[src/rtl/csa_accumulate_controller_pkg.sv]
// Shared types and width helper for the carry-save accumulate controller.
// Holds the FSM state encoding and the accumulator width rule.
package csa_acc_pkg;

    typedef enum logic [1:0] {
        IDLE,
        ACCUM,
        RESOLVE,
        DONE
    } csa_acc_state_t;

    // Headroom of clog2(max_ops) bits keeps max_ops full-scale operands exact.
    function automatic int acc_width(input int width, input int max_ops);
        return width + $clog2(max_ops);
    endfunction

endpackage

[src/rtl/csa_accumulate_controller_if.sv]
// Job, operand and result handshake bundle for the accumulate controller.
// master: producer/consumer side; slave: the controller.
// Signals: start, num_ops, in_valid/in_ready/in_data,
//          out_valid/out_ready/out_sum, busy, err.
interface csa_accumulate_controller_if #(
    parameter int WIDTH   = 8,
    parameter int MAX_OPS = 16
);
    import csa_acc_pkg::*;

    localparam int ACCW = acc_width(WIDTH, MAX_OPS);
    localparam int CNTW = $clog2(MAX_OPS + 1);

    logic            start;
    logic [CNTW-1:0] num_ops;
    logic            in_valid;
    logic            in_ready;
    logic [WIDTH-1:0] in_data;
    logic            out_valid;
    logic            out_ready;
    logic [ACCW-1:0] out_sum;
    logic            busy;
    logic            err;

    modport master (
        output start, num_ops, in_valid, in_data, out_ready,
        input  in_ready, out_valid, out_sum, busy, err
    );

    modport slave (
        input  start, num_ops, in_valid, in_data, out_ready,
        output in_ready, out_valid, out_sum, busy, err
    );

endinterface

[src/rtl/csa_accumulate_controller_csa.sv]
// Bitwise 3:2 carry-save cell.
// Ports: i_a/i_b/i_c addends; o_sum parity vector; o_carry majority << 1.
module carry_save_adder #(
    parameter int WIDTH = 8
) (
    input  logic [WIDTH-1:0] i_a,
    input  logic [WIDTH-1:0] i_b,
    input  logic [WIDTH-1:0] i_c,
    output logic [WIDTH-1:0] o_sum,
    output logic [WIDTH-1:0] o_carry
);

    assign o_sum   = i_a ^ i_b ^ i_c;
    assign o_carry = ((i_a & i_b) | (i_a & i_c) | (i_b & i_c)) << 1;

endmodule

[src/rtl/csa_accumulate_controller.sv]
// Sequential multi-operand accumulator: one 3:2 CSA step per operand,
// one carry-propagate add at the end. Ports: clk, rst (sync, high), bus.
// Macro CSA_ACC_SIGNED_EN: operands are two's-complement (sign-extended).
module csa_accumulate_controller
    import csa_acc_pkg::*;
#(
    parameter int WIDTH   = 8,
    parameter int MAX_OPS = 16
) (
    input logic                          clk,
    input logic                          rst,
    csa_accumulate_controller_if.slave   bus
);

    localparam int ACCW = acc_width(WIDTH, MAX_OPS);
    localparam int CNTW = $clog2(MAX_OPS + 1);

    csa_acc_state_t  r_state;
    csa_acc_state_t  w_state_nxt;

    logic [ACCW-1:0] r_s;
    logic [ACCW-1:0] r_c;
    logic [ACCW-1:0] r_sum;
    logic            r_err;
    logic [CNTW-1:0] r_cnt;
    logic [CNTW-1:0] r_nops;

    logic [ACCW-1:0] w_x;
    logic [ACCW-1:0] w_csa_s;
    logic [ACCW-1:0] w_csa_c;
    logic [CNTW-1:0] w_cnt_nxt;
    logic            w_zero;
    logic            w_bad;
    logic            w_go;
    logic            w_accept;
    logic            w_resolve;
    logic            w_in_ready;
    logic            w_out_valid;
    logic            w_busy;

`ifdef CSA_ACC_SIGNED_EN
    assign w_x = ACCW'(signed'(bus.in_data));
`else
    assign w_x = ACCW'(bus.in_data);
`endif

    assign w_zero    = (bus.num_ops == '0);
    assign w_bad     = (bus.num_ops > CNTW'(MAX_OPS));
    assign w_cnt_nxt = r_cnt + CNTW'(1);

    carry_save_adder #(
        .WIDTH (ACCW)
    ) u_csa (
        .i_a     (r_s),
        .i_b     (r_c),
        .i_c     (w_x),
        .o_sum   (w_csa_s),
        .o_carry (w_csa_c)
    );

    always_ff @(posedge clk) begin
        if (rst) begin
            r_state <= IDLE;
        end else begin
            r_state <= w_state_nxt;
        end
    end

    always_comb begin
        w_state_nxt = r_state;
        w_go        = 1'b0;
        w_accept    = 1'b0;
        w_resolve   = 1'b0;
        w_in_ready  = 1'b0;
        w_out_valid = 1'b0;
        w_busy      = 1'b1;
        unique case (r_state)
            IDLE: begin
                w_busy = 1'b0;
                if (bus.start) begin
                    w_go        = 1'b1;
                    w_state_nxt = (w_zero || w_bad) ? DONE : ACCUM;
                end
            end
            ACCUM: begin
                w_in_ready = 1'b1;
                if (bus.in_valid) begin
                    w_accept = 1'b1;
                    if (w_cnt_nxt == r_nops) begin
                        w_state_nxt = RESOLVE;
                    end
                end
            end
            RESOLVE: begin
                w_resolve   = 1'b1;
                w_state_nxt = DONE;
            end
            DONE: begin
                w_out_valid = 1'b1;
                if (bus.out_ready) begin
                    w_state_nxt = IDLE;
                end
            end
            default: w_state_nxt = IDLE;
        endcase
    end

    // A new job clears the result too, so empty and rejected jobs report 0.
    always_ff @(posedge clk) begin
        if (rst) begin
            r_s    <= '0;
            r_c    <= '0;
            r_cnt  <= '0;
            r_nops <= '0;
            r_sum  <= '0;
            r_err  <= 1'b0;
        end else if (w_go) begin
            r_s    <= '0;
            r_c    <= '0;
            r_cnt  <= '0;
            r_nops <= bus.num_ops;
            r_sum  <= '0;
            r_err  <= w_bad;
        end else if (w_accept) begin
            r_s   <= w_csa_s;
            r_c   <= w_csa_c;
            r_cnt <= w_cnt_nxt;
        end else if (w_resolve) begin
            r_sum <= r_s + r_c;
        end
    end

    assign bus.in_ready  = w_in_ready;
    assign bus.out_valid = w_out_valid;
    assign bus.busy      = w_busy;
    assign bus.out_sum   = r_sum;
    assign bus.err       = r_err;

endmodule

[src/flat_wrapper.sv]
// flat-port wrapper written by rule: the top's interface ports become plain ports
module csa_accumulate_controller_flat import csa_acc_pkg::*;
#(
    parameter int WIDTH   = 8,
    parameter int MAX_OPS = 16
)
  (clk, rst, bus_start, bus_num_ops, bus_in_valid, bus_in_data, bus_out_ready, bus_in_ready, bus_out_valid, bus_out_sum, bus_busy, bus_err);
  csa_accumulate_controller_if #(.WIDTH(WIDTH), .MAX_OPS(MAX_OPS)) bus_i ();
  input logic clk;
  input logic rst;
  input wire logic [$bits(bus_i.start)-1:0] bus_start;
  input wire logic [$bits(bus_i.num_ops)-1:0] bus_num_ops;
  input wire logic [$bits(bus_i.in_valid)-1:0] bus_in_valid;
  input wire logic [$bits(bus_i.in_data)-1:0] bus_in_data;
  input wire logic [$bits(bus_i.out_ready)-1:0] bus_out_ready;
  output wire logic [$bits(bus_i.in_ready)-1:0] bus_in_ready;
  output wire logic [$bits(bus_i.out_valid)-1:0] bus_out_valid;
  output wire logic [$bits(bus_i.out_sum)-1:0] bus_out_sum;
  output wire logic [$bits(bus_i.busy)-1:0] bus_busy;
  output wire logic [$bits(bus_i.err)-1:0] bus_err;
  assign bus_i.start = bus_start;
  assign bus_i.num_ops = bus_num_ops;
  assign bus_i.in_valid = bus_in_valid;
  assign bus_i.in_data = bus_in_data;
  assign bus_i.out_ready = bus_out_ready;
  assign bus_in_ready = bus_i.in_ready;
  assign bus_out_valid = bus_i.out_valid;
  assign bus_out_sum = bus_i.out_sum;
  assign bus_busy = bus_i.busy;
  assign bus_err = bus_i.err;
  csa_accumulate_controller #(.WIDTH(WIDTH), .MAX_OPS(MAX_OPS)) u_core (.clk(clk), .rst(rst), .bus(bus_i));
endmodule
[config.mk]
export PLATFORM = sky130hd
export DESIGN_NAME = csa_accumulate_controller_flat
export DESIGN_NICKNAME = d
export VERILOG_FILES = /design/src/rtl/csa_accumulate_controller_pkg.sv /design/src/rtl/csa_accumulate_controller_if.sv /design/src/rtl/csa_accumulate_controller_csa.sv /design/src/rtl/csa_accumulate_controller.sv /design/src/flat_wrapper.sv
export SDC_FILE = /design/constraint.sdc
export NUM_CORES = 1
export LEC_CHECK = 0
export ABC_AREA = 1
export BUFFER_PORTS_ARGS = -buffer_cell sky130_fd_sc_hd__buf_2
export CORE_ASPECT_RATIO = 1.1
export CORE_MARGIN = 5
export CORE_UTILIZATION = 24
export DETAILED_ROUTE_END_ITERATION = 6
export PLACE_DENSITY = 0.5
export SYNTH_ARGS = -nofsm -noshare
export SYNTH_HDL_FRONTEND = slang
export SYNTH_SLANG_ARGS = --single-unit
[constraint.sdc]
create_clock -name clk -period 1.7 [get_ports clk]
set_input_delay 0.085 -clock clk [delete_from_list [all_inputs] [get_ports clk]]
set_output_delay 0.085 -clock clk [all_outputs]
set_load 0.01 [all_outputs]
Word-level counts from Yosys, hierarchy flattened

Index checks and enable logic that the tools add are counted.

Register bits: 48
Memory bits (read-only): 0
Latch bits: 0
Output and inout port bits: 16
Bits in writable memories: 0
Logic and storage cells: 46
Memories kept: 0

Shifts and indexed selects: 0
Reduce and logical (&&, ||, !) cells: 6
Eq/ne operators: 8
Bitwise gates (word level): 8
Add/subtract/negate cells: 2
Multipliers: 0
Magnitude comparators: 1
Div/mod/pow operators: 0
Multiplexer cells: 14

Operators with widths:

| cell                | number |
|---|---|
| $and 11x8->11       | 2 |
| $or 11x11->11       | 2 |
| $add 12x12->12      | 1 |
| $xor 12x12->12      | 1 |
| $xor 12x8->12       | 1 |
| $and 11x11->11      | 1 |
| $mux 2              | 5 |
| $mux 1              | 8 |
| $pmux 2 s4          | 1 |
| $ne 2x2->1 const B  | 3 |
| $add 5x1->5 const B | 1 |
| $eq 5x5->1          | 1 |
| $gt 5x5->1 const B  | 1 |
| $logic_not 5->1     | 1 |
| $eq 2x2->1 const B  | 2 |
| $reduce_and 4->1    | 1 |
| $eq 2x1->1 const B  | 1 |
| $logic_not 2->1     | 1 |
| $ne 2x1->1 const B  | 1 |
| $reduce_and 2->1    | 1 |
| $reduce_or 2->1     | 1 |
| $logic_or 1x1->1    | 1 |
| $not 1->1           | 1 |

Longest topological paths before layout

Gate-level depths: netlist of run 1.

Word-level depth: 5
Depth in mapped cells: 11
Depth with buffers taken out: 11

By module

From an unflattened synthesis of run 1, not the netlist that was laid out.

Cell total of the unflattened synthesis: 395
Area total of the unflattened synthesis: 2882.8 sq um

Modules (own cells, without submodules):

| module                    | instances | sequential area each (sq um) | cells each | area an instance (sq um) |
|---|---|---|---|---|
| csa_accumulate_controller | 1         | 980.9                        | 373        | 2616.3 |
| carry_save_adder          | 1         | 0.0                          | 22         | 266.5 |

Worst setup path after synthesis of run 1

Ideal clock, no wire load.

Path type: reg-to-reg
From: register u_core.r_c[1]
To: register u_core.r_sum[7] (netlist: u_core.bus.out_sum[7])
Data arrival time: 1.573 ns
Period minus slack after synthesis: 1.688 ns
Path slack: 0.012 ns
Setup time: 0.115 ns
Required time: 1.585 ns
Cell stages (with the launch flop): 9
Cell sequence: dfxtp_1 -> ha_1 -> inv_1 -> fa_1 -> o21ai_2 -> a21oi_1 -> xnor2_1 -> o21ai_0 -> inv_1

Cells in the longest elaborated chain, start to end: 1

RTL lines:

| element                | RTL line                         | source |
|---|---|---|
| start, declared        | csa_accumulate_controller.sv:22  | `logic [ACCW-1:0] r_c;` |
| start signal, assigned | csa_accumulate_controller.sv:126 | `r_c <= w_csa_c;` |
| $add 12x12->12         | csa_accumulate_controller.sv:129 | `r_sum <= r_s + r_c;` |
| end signal, assigned   | csa_accumulate_controller.sv:129 |  |
| end, declared          | csa_accumulate_controller.sv:23  | `logic [ACCW-1:0] r_sum;` |

Every way passes these cells.
A chain may end at the register's enable or synchronous reset.

Worst setup path in the final report of run 1

From: register u_core.r_c[1]
To: register u_core.r_sum[11] (netlist: u_core.bus.out_sum[11])

The elaborated chain is that of the path after synthesis.

==> run_results.csv, run 1 <==
group,metric,value,unit
route,totalWireLength,6520,um
grt,grt_pass1_wl,10700,um
worst_setup_path,cp_max_fo,2,
flow_run,cap_violations,0,
synthesis,synth_nets,406,
layout,diodes,0,
clocking,cts.clk_slew.worst_paths,0.06,ns
hold_path,hp-class,"in -> reg",
route,vias,2373,
synthesis,synth_cell_type_count,30,
synthesis,yosys.area.top_type,"dfxtp_1",
placed_design,place_area,0.00306,mm^2
clocking,cts_buffers,5,
placed_design,dp_hpwl,5000,um
die,initial_core_util,24.4,%
layout,area_delta_synth_final,24.0,%
layout,multi_input_area,0.00156,mm^2
route,wl_per_cell,11.8,um
layout,mostFrequentLayoutCell,"nand2_1",
timing,hold_ws,0.0677,ns
layout,layout-drive-gt1-share,20.2,%
worst_setup_path,worstReg2RegEnd,"u_core.bus.out_sum[11]$_SDFFE_PP0P_",
worst_setup_path,ff2ff_setup_slack,0.05,ns
layout,fin_area,0.00330,mm^2
clocking,htreeDepth,2,
clocking,cts_setup_buffers,0,
power,swShare,37.5,%
clocking,cts_root_buf,"clkbuf_16",
worst_setup_path,cp_slowest_cell,"fa_2",
power,p_leak,0.00150,uW
power,p_int,2380,uW
power,combPwrFrac,37.6,%
die,rows,40,
layout,fillerInstances,1229,
layout,layout.area.seq,966,um^2
die,dieArea,0.0133,mm^2
synthesis,ys_warn_count,0,
power,p_seq_share,37.6,%
die,fp.dieH,120,um
grt,overflow,0,
synthesis,netlist.area_leader.share,36.1,%
worst_setup_path,cp_num_buf_inv,3,
timing,tightest_slew,0.386,ns
timing,maxSlewViolCount,0,
worst_setup_path,rr_worst_depth,9,
timing,setup_ws,0.0464,ns
power,power_per_cell_area,1150,mW/mm^2
grt,grt_pass1_vias,2334,
grt,track_usage,10.3,%
worst_setup_path,crit_arrival,1.84,ns
route,drc,0,
worst_setup_path,setup.worst_path.start_class,"register",
timing,report.final.hold_viol_count,0,
clocking,clk_latency,0.29,ns
synthesis,ys_ff_latch,48,
timing,fin_crit,1.65,ns
timing,setup_violations,0,
outcome,status,"finished clean",
clocking,cts_buffer_depth,2,
die,die_x,110,um
grt,antenna_found_initial,0,
worst_setup_path,cp.required,1.89,ns
clocking,cts.sinks,48,
layout,final_cell_mix,"nand2_1 (79), dfxtp_1 (44), inv_1 (43), a21oi_1 (43), buf_2 (33)",
route,routed_via_density,4.30,
synthesis,syn_area,0.00266,mm^2
timing,fmax,0.605,GHz
clocking,cts_tree,"done",
placed_design,portBuffers,33,
grt,grt_max_degree,22,
die,io_pins,34,
timing,slew_headroom,74.3,%
power,ir_drop,0.569,mV
synthesis,synthCells,362,
placed_design,place.gp.congestion,0.847,
route,first_pass_iters,4,
timing,min_period_over_period,97.3,%
power,pwr-share-clk,24.8,%
timing,rsz0062_at_grt,"yes",
synthesis,ys_seq_area_share,36.1,%
hold_path,holdPathStages,3,
placed_design,place_ws,-0.0323,ns
synthesis,synth_area_leaders,"dfxtp_1 (36%), nand2_1 (11%), ha_1 (8.5%)",
worst_setup_path,cp_cell_sequence,"ha_4, inv_2, fa_2, buf_4, nand3b_1, nand4_1, nand3_1, nand2_1, inv_1",
hold_path,worstHoldStart,"bus_num_ops[2]",
route,dr.first_iter.drc_count,86,
placed_design,placed_cells,545,
synthesis,syn_area_per_cell,7.34,um^2
worst_setup_path,worstSetupPathType,"reg -> reg",
layout,layout.cells.non_filler,552,
layout,nets,449,
die,core-area,0.0109,mm^2
worst_setup_path,cpPeakStageDelay,0.40,ns
hold_path,holdPathEnd,"u_core.r_nops[2]$_SDFFE_PP0P_",
worst_setup_path,cp-end-kind,"register",
worst_setup_path,cpLargestDelayFamily,"adder cells",
timing,skew,0.00501,ns
power,p_switching,1420,uW
power,power,3800,uW
worst_setup_path,r2r-start,"u_core.r_c[1]$_SDFFE_PP0P_",
route,ant_nets,0,
==> power groups by stage <==
stage	Clock [uW]	Sequential [uW]	Combinational, uW
6_report	942	1430	1430
5_1_grt	1020	1450	1650
4_1_cts	982	1430	1410
3_5_place_dp	0	1450	1400
3_3_place_gp	0	1450	1380
2_1_floorplan	0	1450	951
==> final cells by class <==
cell class                      instances  share of cell area (%)
Clock buffer                            6                    3.91
Inverter                               46                    5.24
Sequential cell                        48                    29.3
Timing Repair Buffer                   49                    8.65
Clock inverter                          1                   0.152
Tap cell                              147                    5.58
Multi-Input combinational cell        255                    47.2
==> state kept, by name, summed over array words and instances (netlist names) <==
name,flops
u_core.bus.err,1
u_core.r_c,11
u_core.r_nops,5
u_core.r_s,12
u_core.r_cnt,5
u_core.r_state,2
u_core.bus.out_sum,12
==> synth_stat cells (all sizes together) <==
cell type	count
nand2	81
dfxtp	48
inv	46
a21oi	45
nor2	33
o21ai	31
ha	18
nand3	16
fa	8
buf	7
clkbuf	6
nand4	6
xnor2	4
nand3b	2
nor3	2
or2	2
xor2	2
a21o	1
a31oi	1
and2	1
o211ai	1
or4	1
==> worst max path at each step <==
stage,slack [ns],cells after the start,end,from
3_3_place_gp,-0.02,8,u_core.bus.out_sum[5]$_SDFFE_PP0P_,u_core.r_c[1]$_SDFFE_PP0P_
3_5_place_dp,-0.03,8,u_core.bus.out_sum[5]$_SDFFE_PP0P_,u_core.r_c[1]$_SDFFE_PP0P_
2_1_floorplan,0.01,8,u_core.bus.out_sum[7]$_SDFFE_PP0P_,u_core.r_c[1]$_SDFFE_PP0P_
5_1_grt,-0.03,10,u_core.bus.out_sum[11]$_SDFFE_PP0P_,u_core.r_c[8]$_SDFFE_PP0P_
6_report,0.05,9,u_core.bus.out_sum[11]$_SDFFE_PP0P_,u_core.r_c[1]$_SDFFE_PP0P_
4_1_cts,0.0006,8,u_core.bus.out_sum[7]$_SDFFE_PP0P_,u_core.r_c[1]$_SDFFE_PP0P_
==> worst min-delay path, delay by kind of cell <==
kind	cells	cell delay (ns)
AOI/OAI and AO/OA	1	0.08
and+or+nand+nor	1	0.08
buffers and inverters	1	0.08
==> kinds of logic (layout without fill, tap and decap cells) <==
group,after synthesis,in the layout,synth area share (%)
AO/OA/AOI/OAI,79,79,15.5
adder cells (fa/ha/maj),26,26,14.5
AND/OR/NAND/NOR,144,144,23.0
XOR/XNOR,6,6,1.98
flip-flops,48,48,36.1
buffers and inverters,59,102,8.89
==> per-layer routing <==
metal | vias to the layer above | part of all wire [%] | track usage [%]
met5 | - | 0 | 0
met4 | 0 | 1.4 | 3.39
met3 | 7 | 4.1 | 2.51
met2 | 38 | 48 | 17.8
met1 | 1078 | 46 | 12.3
li1 | 1250 | - | -
==> timing repair <==
item / CTS / global route
cloned: 0 / 0
endpoints found under the setup margin: 1 / 14
gates resized for setup: 1 / 22
pin swaps: 0 / 3
hold endpoints to repair: 0 / 0
hold buffers: 0 / 0
==> per-stage QoR <==
stage               TNS, ns  utilization (%)
global route        -0.0734             30.2
CTS                       0             29.4
detailed placement  -0.0323             28.1
finish                    0             30.2
global placement    -0.0201             28.1
floorplan                 0                -
(Power assumes the default switching activity.)
==> run 2: changes to the inputs <==
CTS_BUF_LIST = sky130_fd_sc_hd__clkbuf_16   (was unset)
==> run_results.csv, run 2 (synthesis gave the netlist of run 1 again) <==
group,metric,value,unit
layout,mostFrequentLayoutCell,"nand2_1",
layout,layout.cells.non_filler,552,
layout,multi_input_area,0.00156,mm^2
worst_setup_path,cp_num_buf_inv,3,
die,dieArea,0.0133,mm^2
layout,final_cell_mix,"nand2_1 (79), inv_1 (44), dfxtp_1 (44)",
clocking,cts_setup_buffers,0,
timing,maxSlewViolCount,0,
clocking,cts_buffers,5,
power,p_leak,0.00150,uW
worst_setup_path,worstSetupPathType,"reg -> reg",
clocking,cts.clk_slew.worst_paths,0.06,ns
power,ir_drop,0.569,mV
outcome,status,"finished clean",
hold_path,holdPathStages,3,
route,vias,2382,
grt,track_usage,10.3,%
hold_path,hp-class,"in -> reg",
placed_design,portBuffers,33,
clocking,htreeDepth,2,
layout,layout-drive-gt1-share,20.2,%
layout,area_delta_synth_final,24.0,%
route,dr.first_iter.drc_count,86,
layout,nets,449,
grt,grt_pass1_vias,2334,
clocking,cts.hold.buffers_added,0,
worst_setup_path,cp_max_fo,2,
grt,grt_max_degree,22,
timing,setup_violations,0,
timing,tightest_slew,0.386,ns
die,io_pins,34,
timing,min_period_over_period,97.3,%
layout,diodes,0,
worst_setup_path,cp.required,1.89,ns
clocking,cts_root_buf,"clkbuf_16",
worst_setup_path,cpLargestDelayFamily,"adder cells",
placed_design,place.gp.congestion,0.847,
layout,fillerInstances,1229,
grt,grt_pass1_wl,10700,um
route,first_pass_iters,4,
timing,skew,0.00524,ns
route,routed_via_density,4.32,
worst_setup_path,cpPeakStageDelay,0.40,ns
worst_setup_path,cp_slowest_cell,"fa_2",
grt,overflow,0,
clocking,cts.sinks,48,
worst_setup_path,crit_arrival,1.84,ns
grt,antenna_found_initial,0,
route,drc,0,
timing,fmax,0.605,GHz
placed_design,dp_hpwl,5000,um
layout,layout.area.seq,966,um^2
route,wl_per_cell,11.8,um
placed_design,placed_cells,545,
clocking,cts_tree,"done",
clocking,clk_latency,0.29,ns
worst_setup_path,cp_cell_sequence,"ha_4, inv_2, fa_2, buf_4, nand3b_1, nand4_1, nand3_1, nand2_1, inv_1",
timing,hold_ws,0.0676,ns
worst_setup_path,path_depth,9,
route,totalWireLength,6530,um
die,fp.dieH,120,um
die,initial_core_util,24.4,%
worst_setup_path,setup.worst_path.start_class,"register",
die,core-area,0.0109,mm^2
clocking,cts_buffer_depth,2,
worst_setup_path,cp-end-kind,"register",
die,die_x,110,um
timing,report.final.hold_viol_count,0,
timing,rsz0062_at_grt,"yes",
power,power_per_cell_area,1150,mW/mm^2
timing,fin_crit,1.65,ns
die,rows,40,
worst_setup_path,rr_worst_depth,9,
timing,slew_headroom,74.3,%
route,ant_nets,0,
flow_run,cap_violations,0,
==> run 2: tightest hold or removal path, cell delays in order <==
cell,delay [ns]
buf_2,0.08
o21ai_0,0.08
nor2_1,0.08
==> run 2: final timing paths <==
| path | startpoint | endpoint | slack, ns |
|---|---|---|---|
| worst max register to register | u_core.r_c[1]$_SDFFE_PP0P_ | u_core.bus.out_sum[11]$_SDFFE_PP0P_ | 0.05 |
| worst min register to register | u_core.bus.out_sum[2]$_SDFFE_PP0P_ | u_core.bus.out_sum[2]$_SDFFE_PP0P_ | 0.46 |
| worst min-delay path | bus_num_ops[2] | u_core.r_nops[2]$_SDFFE_PP0P_ | 0.07 |
| worst max-delay path | u_core.r_c[1]$_SDFFE_PP0P_ | u_core.bus.out_sum[11]$_SDFFE_PP0P_ | 0.05 |
==> run 2: metrics by stage <==
| step | power (uW) | area (um^2) | setup WS [ns] | TNS, ns | util (%) |
|---|---|---|---|---|---|
| after floorplan | 2400 | 2660 | 0.0120 | 0 | - |
| after global placement | 2830 | 3060 | -0.0201 | -0.0201 | 28.1 |
| after detailed placement | 2850 | 3060 | -0.0323 | -0.0323 | 28.1 |
| after CTS | 3810 | 3210 | 0.000624 | 0 | 29.4 |
| after global routing | 4120 | 3300 | -0.0280 | -0.0734 | 30.2 |
| final | 3790 | 3300 | 0.0464 | 0 | 30.2 |
==> run 2: power breakdown <==
group	switching (uW)	internal [uW]
Sequential	121	1310
Combinational	898	532
Clock	407	529
==> run 2: final cells by class <==
| type | count | share of cell area (%) |
|---|---|---|
| repair buffers | 49 | 8.65 |
| clock inverters | 2 | 0.266 |
| flip-flops and latches | 48 | 29.3 |
| well taps | 147 | 5.58 |
| inverters | 46 | 5.24 |
| clock buffers | 5 | 3.79 |
| multi-input cells | 255 | 47.2 |
==> run 2: routing by layer <==
| layer | track usage [%] | wire, um | vias to the layer above |
|---|---|---|---|
| li1 | - | - | 1251 |
| met4 | 3.39 | 93 | 0 |
| met2 | 17.8 | 3180 | 36 |
| met5 | 0 | 0 | - |
| met1 | 12.3 | 2990 | 1088 |
| met3 | 2.51 | 266 | 7 |
==> run 2: repair_timing <==
item | CTS | global route
resized for setup | 1 | 22
pin swaps | 0 | 3
endpoints found under the setup margin | 1 | 14
